===== src/rtl/inv_sub_bytes_seq.sv =====
// inv_sub_bytes_seq: sequential AES InvSubBytes engine.
// Substitutes LANES bytes per clock through an arithmetic inverse S-box
// (inverse affine transform followed by the GF(2^8) inverse). The working
// register is rotated right by LANES bytes each cycle. The freshly substituted
// bytes re-enter at the top, so after 16/LANES cycles every byte is back in
// its original position.
module inv_sub_bytes_seq #(
    parameter int LANES = 1
) (
    input  logic         clk,
    input  logic         rst,
    input  logic         start,
    input  logic [127:0] instate,
    output logic [127:0] outstate,
    output logic         busy,
    output logic         done
);

    // Reject unsupported lane counts while the design is being elaborated.
    if (!(LANES == 1 || LANES == 2 || LANES == 4 || LANES == 8 || LANES == 16)) begin : g_bad_lanes
        $error("inv_sub_bytes_seq: LANES must be 1, 2, 4, 8 or 16");
    end

    localparam logic [4:0] LAST = 5'(16 - LANES);
    localparam logic [4:0] STEP = 5'(LANES);

    typedef enum logic {
        S_IDLE = 1'b0,
        S_RUN  = 1'b1
    } state_t;

    state_t              r_state;
    logic [4:0]          r_cnt;
    logic [127:0]        r_work;
    logic [127:0]        r_out;
    logic                r_busy;
    logic                r_done;
    logic [8*LANES-1:0]  w_sub;
    logic [127:0]        w_next;

    // GF(2^8) multiply, reduced mod x^8+x^4+x^3+x+1.
    function automatic logic [7:0] gf_mul(input logic [7:0] a, input logic [7:0] b);
        logic [7:0] p;
        logic [7:0] aa;
        p  = 8'h00;
        aa = a;
        for (int i = 0; i < 8; i++) begin
            if (b[i]) p = p ^ aa;
            aa = {aa[6:0], 1'b0} ^ (aa[7] ? 8'h1b : 8'h00);
        end
        return p;
    endfunction

    // x^254 as the product x^2 * x^4 * ... * x^128; zero maps to zero naturally.
    function automatic logic [7:0] gf_inv(input logic [7:0] x);
        logic [7:0] sq;
        logic [7:0] res;
        sq  = x;
        res = 8'h01;
        for (int i = 0; i < 7; i++) begin
            sq  = gf_mul(sq, sq);
            res = gf_mul(res, sq);
        end
        return res;
    endfunction

    function automatic logic [7:0] inv_sbox(input logic [7:0] b);
        logic [7:0] c;
        for (int i = 0; i < 8; i++) begin
            c[i] = b[(i + 2) % 8] ^ b[(i + 5) % 8] ^ b[(i + 7) % 8];
        end
        return gf_inv(c ^ 8'h05);
    endfunction

    // Substitute the bottom LANES bytes of the working register.
    always_comb begin
        w_sub = '0;
        for (int l = 0; l < LANES; l++) begin
            w_sub[8*l +: 8] = inv_sbox(r_work[8*l +: 8]);
        end
    end

    // Rotate: substituted bytes go to the top, the rest shift down.
    if (LANES == 16) begin : g_full
        assign w_next = w_sub;
    end else begin : g_rot
        assign w_next = {w_sub, r_work[127:8*LANES]};
    end

    // Control FSM with registered busy/done and result register.
    always_ff @(posedge clk or posedge rst) begin
        if (rst) begin
            r_state <= S_IDLE;
            r_cnt   <= '0;
            r_work  <= '0;
            r_out   <= '0;
            r_busy  <= 1'b0;
            r_done  <= 1'b0;
        end else begin
            r_done <= 1'b0;
            case (r_state)
                S_IDLE: begin
                    if (start) begin
                        r_work  <= instate;
                        r_cnt   <= '0;
                        r_busy  <= 1'b1;
                        r_state <= S_RUN;
                    end
                end
                S_RUN: begin
                    r_work <= w_next;
                    if (r_cnt == LAST) begin
                        r_out   <= w_next;
                        r_done  <= 1'b1;
                        r_busy  <= 1'b0;
                        r_cnt   <= '0;
                        r_state <= S_IDLE;
                    end else begin
                        r_cnt <= r_cnt + STEP;
                    end
                end
                default: r_state <= S_IDLE;
            endcase
        end
    end

    assign outstate = r_out;
    assign busy     = r_busy;
    assign done     = r_done;

endmodule


===== config.mk =====
export PLATFORM = sky130hd
export DESIGN_NAME = inv_sub_bytes_seq
export DESIGN_NICKNAME = d
export VERILOG_FILES = /design/src/rtl/inv_sub_bytes_seq.sv
export SDC_FILE = /design/constraint.sdc
export NUM_CORES = 1
export LEC_CHECK = 0
export CORE_MARGIN = 2
export CORE_UTILIZATION = 53
export CTS_CLUSTER_SIZE = 12
export DETAILED_ROUTE_END_ITERATION = 6
export GPL_TIMING_DRIVEN = 0
export PLACE_DENSITY = 0.78
export SLEW_MARGIN = 5
export SYNTH_ARGS = -nofsm -noshare
export SYNTH_HDL_FRONTEND = slang
export SYNTH_SLANG_ARGS = --single-unit

===== constraint.sdc =====
create_clock -name clk -period 15.9 [get_ports clk]
set_clock_uncertainty 0.2 [all_clocks]
set_input_delay 3.18 -clock clk [delete_from_list [all_inputs] [get_ports clk]]
set_output_delay 3.18 -clock clk [all_outputs]
set_load 0.05 [all_outputs]

# Word level (Yosys, flattened, before mapping)
# Index checks and enable logic that the tools add are counted.
# W data, S select, Z words.
dict set report totals {
  reg_bits 264
  in_bits 131
  output_inout_bits 130
  wordCells 435
}
dict set report classes {
  addsub 1
  n_eq_ne 3
  n_mux 216
  bitwise_logic 207
  n_reduce_logical 2
}
# cell n
set ops {}
lappend ops {{$mux W8} 105}
lappend ops {{$xor A8 B5 Y8} 91}
lappend ops {{$xor A8 B8 Y8} 91}
lappend ops {{$mux W5} 94}
lappend ops {{$pmux W128 S2} 1}
lappend ops {{$mux W128} 1}
lappend ops {{$xor A1 B1 Y1} 16}
lappend ops {{$pmux W5 S2} 1}
lappend ops {{$mux W1} 7}
lappend ops {{$mux W7} 1}
lappend ops {{$not A1 Y1 const A} 7}
lappend ops {{$mux W6} 1}
lappend ops {{$add A5 B1 Y5 const B} 1}
lappend ops {{$eq A5 B4 Y1 const B} 1}
lappend ops {{$mux W4} 1}
lappend ops {{$pmux W1 S2} 2}
lappend ops {{$reduce_and A2 Y1} 2}
lappend ops {{$mux W3} 1}
lappend ops {{$mux W2} 1}
lappend ops {{$ne A2 B1 Y1 const B} 1}
lappend ops {{$ne A2 B2 Y1 const B} 1}
lappend ops {{$not A2 Y2} 1}
lappend ops {{$not A1 Y1} 1}

# Logic depth before layout (Yosys ltp)
# Gate-level depths: netlist of the first run.
dict set report depth {
  word_depth 130
  depth_mapped 65
  depth_no_buf 52
}

# Least setup slack after synthesis of the first run
# OpenSTA, ideal clock, no wires.
dict set report synth_timing {
  path_kind {register to register}
  from {register r_work[4]}
  to {register r_out[125], in the netlist outstate[125]}
  arrival_time_ps 14979
  t_required_ps 15575
  slack_ps 596
  path_stages_with_launch 59
  n_path_buf 7
  synth_period_minus_slack_ps 15304
  path_cell_list {dfrtp_1 -> buf_2 -> buf_6 -> xor3_1 -> ha_1 -> buf_2 -> nand2_1 -> xor2_1 -> xnor2_2 -> inv_2 -> buf_1 -> ha_1 -> clkbuf_1 -> clkinv_1 -> xnor2_1 -> xnor2_1 -> mux2i_1 -> xnor2_2 -> (+23 left out) -> nor2_1 -> xnor3_1 -> xnor3_1 -> xor2_1 -> xor2_2 -> nand2b_1 -> xnor2_1 -> xnor3_1 -> xnor3_1 -> xnor2_2 -> xor2_2 -> xnor2_2 -> xnor3_1 -> nor2_1 -> xor2_1 -> xnor2_1 -> xor3_1 -> mux2_2}
}
dict set report synth_between {
  elab_chain_cells 126
  elab_cells_between_ends 388
}
# element line
set synth_lines {}
lappend synth_lines {{from (decl)} 34} ;# logic [127:0] r_work;
lappend synth_lines {{from (signal assigned)} 104} ;# r_work <= instate;
lappend synth_lines {{from (signal assigned)} 111} ;# r_work <= w_next;
lappend synth_lines {{$xor A1 B1 Y1 (2 in a row)} 70} ;# c[i] = b[(i + 2) % 8] ^ b[(i + 5) % 8] ^ b[(i + 7) % 8];
lappend synth_lines {{$mux W5} 49} ;# aa = {aa[6:0], 1'b0} ^ (aa[7] ? 8'h1b : 8'h00);
lappend synth_lines {{$xor A8 B5 Y8} 49}
lappend synth_lines {{$xor A8 B8 Y8} 48} ;# if (b[i]) p = p ^ aa;
lappend synth_lines {{$mux W8} 48}
lappend synth_lines {{$xor A8 B8 Y8} 48}
lappend synth_lines {{$mux W8} 48}
lappend synth_lines {{$xor A8 B8 Y8} 48}
lappend synth_lines {{(+109 left out)} --}
lappend synth_lines {{$xor A8 B8 Y8} 48}
lappend synth_lines {{$mux W8} 48}
lappend synth_lines {{$xor A8 B8 Y8} 48}
lappend synth_lines {{$mux W8} 48}
lappend synth_lines {{$xor A8 B8 Y8} 48}
lappend synth_lines {{$mux W8} 48}
lappend synth_lines {{$xor A8 B8 Y8} 48}
lappend synth_lines {{$mux W8 (*)} 48}
lappend synth_lines {{to (signal assigned)} 113} ;# r_out <= w_next;
lappend synth_lines {{to (decl)} 35} ;# logic [127:0] r_out;
# Every way passes the cells marked *; elsewhere a longest branch is shown, timed or not.
# A chain may end at the register's enable or synchronous reset.

# Final worst setup path of the first run
dict set report layout_timing {
  from {register r_work[4]}
  to {register r_out[124], in the netlist outstate[124]}
}
dict set report layout_between {
  elab_chain_cells 126
  elab_cells_between_ends 389
}
# element line
set layout_lines {}
lappend layout_lines {{$xor A1 B1 Y1 (2 in a row)} 70}
lappend layout_lines {{$mux W5 or $mux W8 (tied branches)} {49, 48}}
lappend layout_lines {{$xor A8 B5 Y8 or $xor A8 B8 Y8 (tied branches)} {49, 48}}
lappend layout_lines {{$xor A8 B8 Y8 or $mux W8 (tied branches)} 48}
lappend layout_lines {{$mux W8 or $xor A8 B8 Y8 (tied branches)} 48}
lappend layout_lines {{$xor A8 B8 Y8 or $mux W8 (tied branches)} 48}
lappend layout_lines {{$mux W8 or $xor A8 B8 Y8 (tied branches)} 48}
lappend layout_lines {{$xor A8 B8 Y8 or $mux W8 (tied branches)} 48}
lappend layout_lines {{(+109 left out)} --}
lappend layout_lines {{$xor A8 B8 Y8} 48}
lappend layout_lines {{$mux W8} 48}
lappend layout_lines {{$xor A8 B8 Y8} 48}
lappend layout_lines {{$mux W8} 48}
lappend layout_lines {{$xor A8 B8 Y8} 48}
lappend layout_lines {{$mux W8} 48}
lappend layout_lines {{$xor A8 B8 Y8} 48}
lappend layout_lines {{$mux W8 (*)} 48}
# Marked as above.

==> flow_summary.yaml, run 1 <==
die:
  die_height_um: 222.5
  io_pins: 261
  die_x_um: 222.5
  start_util_pct: 53.33
  dieArea_um2: 49500
  core_um2: 47450
  placement_rows: 80
sta:
  worst_slew_pin_slew_ns: 1.146
  min_period_ns: 15.32
  drv_slew: 0
  period_share_pct: 96.35
  setup_tns_ns: 0
  fmax_ghz: 0.06528
  hold_viol_final: 0
  setup_viol: 0
  slew_headroom_pct: 23.06
placed_design:
  gp_congestion: 1.005
  portBuffers: 259
  dp_hpwl_mm: 59.55
  postPlaceCellArea_um2: 28730
critical_path:
  crit_slowest_cell: "xnor3_2"
  cp-end-kind: "flip-flop"
  max_stage_delay_ns: 0.53
  crit_fanout: 10
  crit_top_cell: "xnor3_1"
  crit_family: "XOR/XNOR gates"
  crit_arrival_ns: 15.58
  path_class: "flip-flop to flip-flop"
  critPathRequiredTime_ns: 16.16
  start_kind: "flip-flop"
  cp_num_buf_inv: 10
global_route:
  first_global_vias: 23587
  grt_use_total_pct: 31.39
  grt_pass1_wl_mm: 126.1
  grt_max_degree: 118
  grt_antenna_before_repair: 5
  overflow: 0
drt:
  drc_errors: 0
  wl_per_cell_um: 20.22
  routed_wl_mm: 80.17
  viasPerCell: 5.956
  ant_nets: 0
  drt_iter0_markers: 2469
  dr_total_vias: 23614
  drt_pass1_iterations: 7
synth:
  synth_seq_area_share_pct: 26.11
  synth_flop_cell: "dfrtp_1"
  synthMuxAreaShare_pct: 7.482
  synth_simple_gate_area_share_pct: 19.80
  syn_area_um2: 25300
  synth-async-reset-ratio_pct: 100.0
  synth_top_family_by_area: "XOR/XNOR gates"
  yosysUniqueCellTypes: 90
  synth.avg_cell_area_um2: 8.436
  synth_compound_area_share_pct: 12.03
  yosysWarningCount: 0
  synthAdderAreaFrac_pct: 0.4352
  synth_seq_cells: 264
  synth.net_count: 3138
  synthCells: 2999
  synth-xor-area-share_pct: 29.93
  synth-edff-count: 0
flow_run:
  drv_cap: 0
final_layout:
  area_growth_pct: 21.72
  nFillCells: 3929
  stdcell_area_um2: 30800
  drive_gt1_share_pct: 10.78
  nNetsFinal: 3484
  mostFrequentLayoutCells: "nand2_1 (675), xnor2_1 (312), dfrtp_1 (264)"
  final_common_cell: "nand2_1"
cts:
  cts_buffers: 26
  clockBufferDepth: 3
  cts_tree: "built"
  cts.reportedPaths.clkPinSlew_ns: 0.06
  root_buffer: "clkbuf_16"
  insertion_delay_ns: 0.56
  cts.sinks: 264
  htreeDepth: 1
hold_path:
  hold_class: "flip-flop to flip-flop"
run_status:
  status: "complete, no violations"
## registers in the layout (all words and copies together) (netlist names)
name,cells
r_cnt,5
done,1
busy,1
outstate,128
r_state,1
r_work,128
## path summary, 6_finish.rpt
kind                          startpoint             to  slack [ns]  depth (start not counted)
max                            r_work[4]  outstate[124]        0.58                         55
min reg2reg                outstate[127]  outstate[127]        0.27                          2
min in group asynchronous            rst   outstate[61]        2.80                          2
min                        outstate[127]  outstate[127]        0.27                          2
max in group asynchronous            rst    outstate[0]       11.81                          3
max reg2reg                    r_work[4]  outstate[124]        0.58                         55
## tightest hold or removal path: cells and delay by family, from the launching register on
family	cells	cell delay, ns
flops	1	0.34
simple gates	2	0.11
## layer usage
metal	GRT usage (%)	vias up	part of all wire [%]
met5	0	-	0.051
met4	11.56	6	3.8
met2	53.77	1145	48
met3	6.519	229	8.4
li1	-	10826	-
met1	39.11	11408	40
## cell usage after synthesis (all sizes together), types with 7 or more instances
cell,number,area share [%]
xnor3,108,9.6
a22oi,11,0.35
nor3,68,1.3
o221ai,7,0.24
nand2b,17,0.42
ha,8,0.40
nor4,20,0.52
o211a,8,0.32
xor2,116,4.7
and2,12,0.30
a31oi,17,0.48
o211ai,19,0.56
a211o,13,0.45
mux2,13,0.58
xor3,15,1.4
mux2i,170,6.7
nand4,9,0.22
a21oi,85,1.7
nor2,267,4.1
inv,31,0.46
xnor2,379,14
nand2,676,10
o21ai,223,4.4
a211oi,18,0.55
o31ai,7,0.21
or2,8,0.20
and3,20,0.49
dfrtp,264,26
or3,13,0.32
buf,82,1.8
nand3,54,1.1
clkbuf,124,1.8
a221oi,8,0.28
o22ai,14,0.35
## through the flow
step / hold WS (ns) / utilization (%) / setup slack, ns / cells
after detailed placement: 0.2615 / 60.54 / -3.017 / 3875
after CTS: 0.2766 / 63.65 / 0.01317 / 3936
after global placement: 0.2607 / 60.41 / -2.760 / 3873
after floorplan: 0.2567 / - / 0.5962 / 2999
final: 0.2746 / 64.91 / 0.5808 / 3965
after global routing: 0.3050 / 64.90 / -0.01743 / 3963
## final cells by class
type                    instances  area (um2)  area share (%)
flip-flops and latches        264        6606           21.45
inverters                      35       142.6          0.4632
clock inverters                 3       30.03         0.09751
multi-input cells            2494       18490           60.04
clock buffers                  28       658.1           2.137
repair buffers                324        3146           10.21
well taps                     615       769.5           2.499
plain buffers                 200       949.7           3.084
diodes                          2       5.005         0.01625
## logic make-up (layout without fill, tap and decap cells)
group	after synthesis	in the layout
AO/OA/AOI/OAI	492	492
XOR/XNOR	618	618
adder cells (fa/ha/maj)	9	9
buffers and inverters	241	590
flip-flops	264	264
multiplexers	185	185
other	0	2
AND/OR/NAND/NOR	1190	1190
## what timing repair did
item                                    in CTS  in global routing
setup buffers                               33                 30
hold buffers                                 0                  0
gates resized for setup                     83                 79
endpoints found under the setup margin      16                 16
pin swaps                                   24                 31
Power of run 1 is not shown: default switching activity piles up to over one toggle a cycle in this logic, so the estimate is an artifact.
==> inputs of run 2 (changes only) <==
--- a/config.mk
+++ b/config.mk
@@ -5,11 +5,11 @@
 export SDC_FILE = /design/constraint.sdc
 export NUM_CORES = 1
 export LEC_CHECK = 0
-export CORE_MARGIN = 2
 export CORE_UTILIZATION = 53
 export CTS_CLUSTER_SIZE = 12
 export DETAILED_ROUTE_END_ITERATION = 6
 export GPL_TIMING_DRIVEN = 0
+export MAX_ROUTING_LAYER = met4
 export PLACE_DENSITY = 0.78
 export SLEW_MARGIN = 5
 export SYNTH_ARGS = -nofsm -noshare
==> run 2 against run 1 <==
Against the previous run:
- the flow now finishes with violations (design-rule violations)
- first-iteration DRC count fell by 7.4%
- worst setup slack got worse by 0.028 ns
- die area down 1.8%
- sequential share of layout area is 0.11 points lower
- critical path depth grew 2
- fmax decreased by 0.18%
- via count up 0.14%
==> flow_summary.yaml, run 2 (synthesized netlist as in run 1, its figures left out) <==
critical_path:
  reg2reg_from: "r_work[4]"
  crit_path_start: "r_work[4]"
  cp_num_buf_inv: 13
  max_stage_delay_ns: 0.53
  critPathRequiredTime_ns: 16.15
  rrSetupSlack_ns: 0.55
  reg2reg_to: "outstate[125]"
  crit_family: "XOR/XNOR gates"
  crit_arrival_ns: 15.60
  crit_fanout: 10
  start_kind: "flip-flop"
  cp-end-kind: "flip-flop"
  cp_num_cells: 57
  crit_slowest_cell: "xnor3_2"
  crit_top_cell: "xnor2_2"
  worstRegToRegCells: 57
  path_class: "flip-flop to flip-flop"
  crit_end: "outstate[125]"
cts:
  cts.reportedPaths.clkPinSlew_ns: 0.06
  clockBufferDepth: 3
  htreeDepth: 1
  insertion_delay_ns: 0.56
  cts_tree: "built"
  root_buffer: "clkbuf_16"
  cts.sinks: 264
  cts_buffers: 27
global_route:
  first_global_vias: 23201
  grt_pass1_wl_mm: 126.1
  grt_antenna_before_repair: 2
  grt_use_total_pct: 33.70
  grt_max_degree: 127
  overflow: 0
sta:
  fmax_ghz: 0.06516
  period_share_pct: 96.52
  setup_viol: 0
  drv_slew: 0
  hold_viol_final: 0
  layout_setup_ws_ns: 0.5532
  slew_headroom_pct: 30.13
  worst_slew_pin_slew_ns: 1.041
  hold_ws_ns: 0.2740
  min_period_ns: 15.35
run_status:
  violations: "design-rule violations"
  status: "complete, but fails checks"
die:
  start_util_pct: 54.00
  core_um2: 46850
  io_pins: 261
  dieArea_um2: 48610
  die_x_um: 220.5
  placement_rows: 79
  die_height_um: 220.5
placed_design:
  portBuffers: 259
  dp_hpwl_mm: 59.69
  postPlaceCellArea_um2: 28720
  gp_congestion: 0.9847
  pre_cts_slack_ns: -3.273
final_layout:
  nNetsFinal: 3487
  area_growth_pct: 22.35
  finish.utilization_pct: 66.07
  final_common_cell: "nand2_1"
  mostFrequentLayoutCells: "nand2_1 (675), xnor2_1 (315), dfrtp_1 (264)"
  stdcell_area_um2: 30960
  drive_gt1_share_pct: 11.17
flow_run:
  drv_cap: 0
drt:
  viasPerCell: 5.961
  routed_wl_mm: 80.65
  drt_iter0_markers: 2286
  ant_nets: 0
  drt_pass1_iterations: 7
  drc_errors: 4
  dr_total_vias: 23646
  wl_per_cell_um: 20.33
hold_path:
  hold_class: "flip-flop to flip-flop"
[run 2: cell types whose count changed in the layout (fill, tap and decap cells not counted), sizes merged]
| cell | delta |
|---|---|
| clkbuf | +8 |
| clkinv | -1 |
| diode | +1 |
| inv | +1 |
| xnor2 | +1 |
[run 2: worst min path at each step]
stage / startpoint / depth (start not counted) / end
floorplan: r_work[121] / 2 / outstate[113]
global placement: outstate[127] / 2 / outstate[127]
detailed placement: outstate[64] / 2 / outstate[64]
CTS: outstate[26] / 2 / outstate[26]
global route: outstate[26] / 2 / outstate[26]
finish: outstate[26] / 2 / outstate[26]
[run 2: cell type report]
cell class                 count  area, um2
tap                          607      759.5
clock inverter                 3      36.28
inverter                      35      142.6
fill                        3855      15900
buffer                       201      969.7
multi-input combinational   2495      18540
antenna                        3      7.507
timing repair buffer         324       3158
sequential                   264       6606
clock buffer                  35      735.7
[run 2: worst reg2reg max path: cells and delay by family, from the launching register on]
kind / cells / cell delay, ns
adders and majority gates: 2 / 0.69
buffers and inverters: 13 / 2.30
AOI/OAI and AO/OA: 7 / 1.62
xor gates and xnor gates: 25 / 7.89
DFF: 1 / 0.35
and+or+nand+nor: 6 / 1.03
muxes: 4 / 1.12
[run 2: metrics by stage]
| step | std cells | TNS (ns) |
|---|---|---|
| 2_1_floorplan | 2999 | 0 |
| 3_3_place_gp | 3865 | -44.11 |
| 3_5_place_dp | 3867 | -50.04 |
| 4_1_cts | 3930 | 0 |
| 5_1_grt | 3966 | -0.1356 |
| 6_report | 3967 | 0 |
[run 2: what timing repair did]
action                                  4_1_cts  5_1_grt
buffers inserted                             29       34
hold buffers                                  0        0
resized for setup                            89       91
pin swaps                                    20       26
gates cloned                                  0        1
endpoints found under the setup margin       16       16
[run 2: layer usage]
| metal | part of all wire (%) | global-route usage (%) | up-vias |
|---|---|---|---|
| met5 | 0 | - | - |
| met4 | 2.8 | 9.379 | 0 |
| met3 | 8.6 | 6.034 | 179 |
| met2 | 48 | 55.27 | 1109 |
| met1 | 40 | 42.67 | 11520 |
| li1 | - | - | 10838 |
Power of run 2 is left out for the same reason.
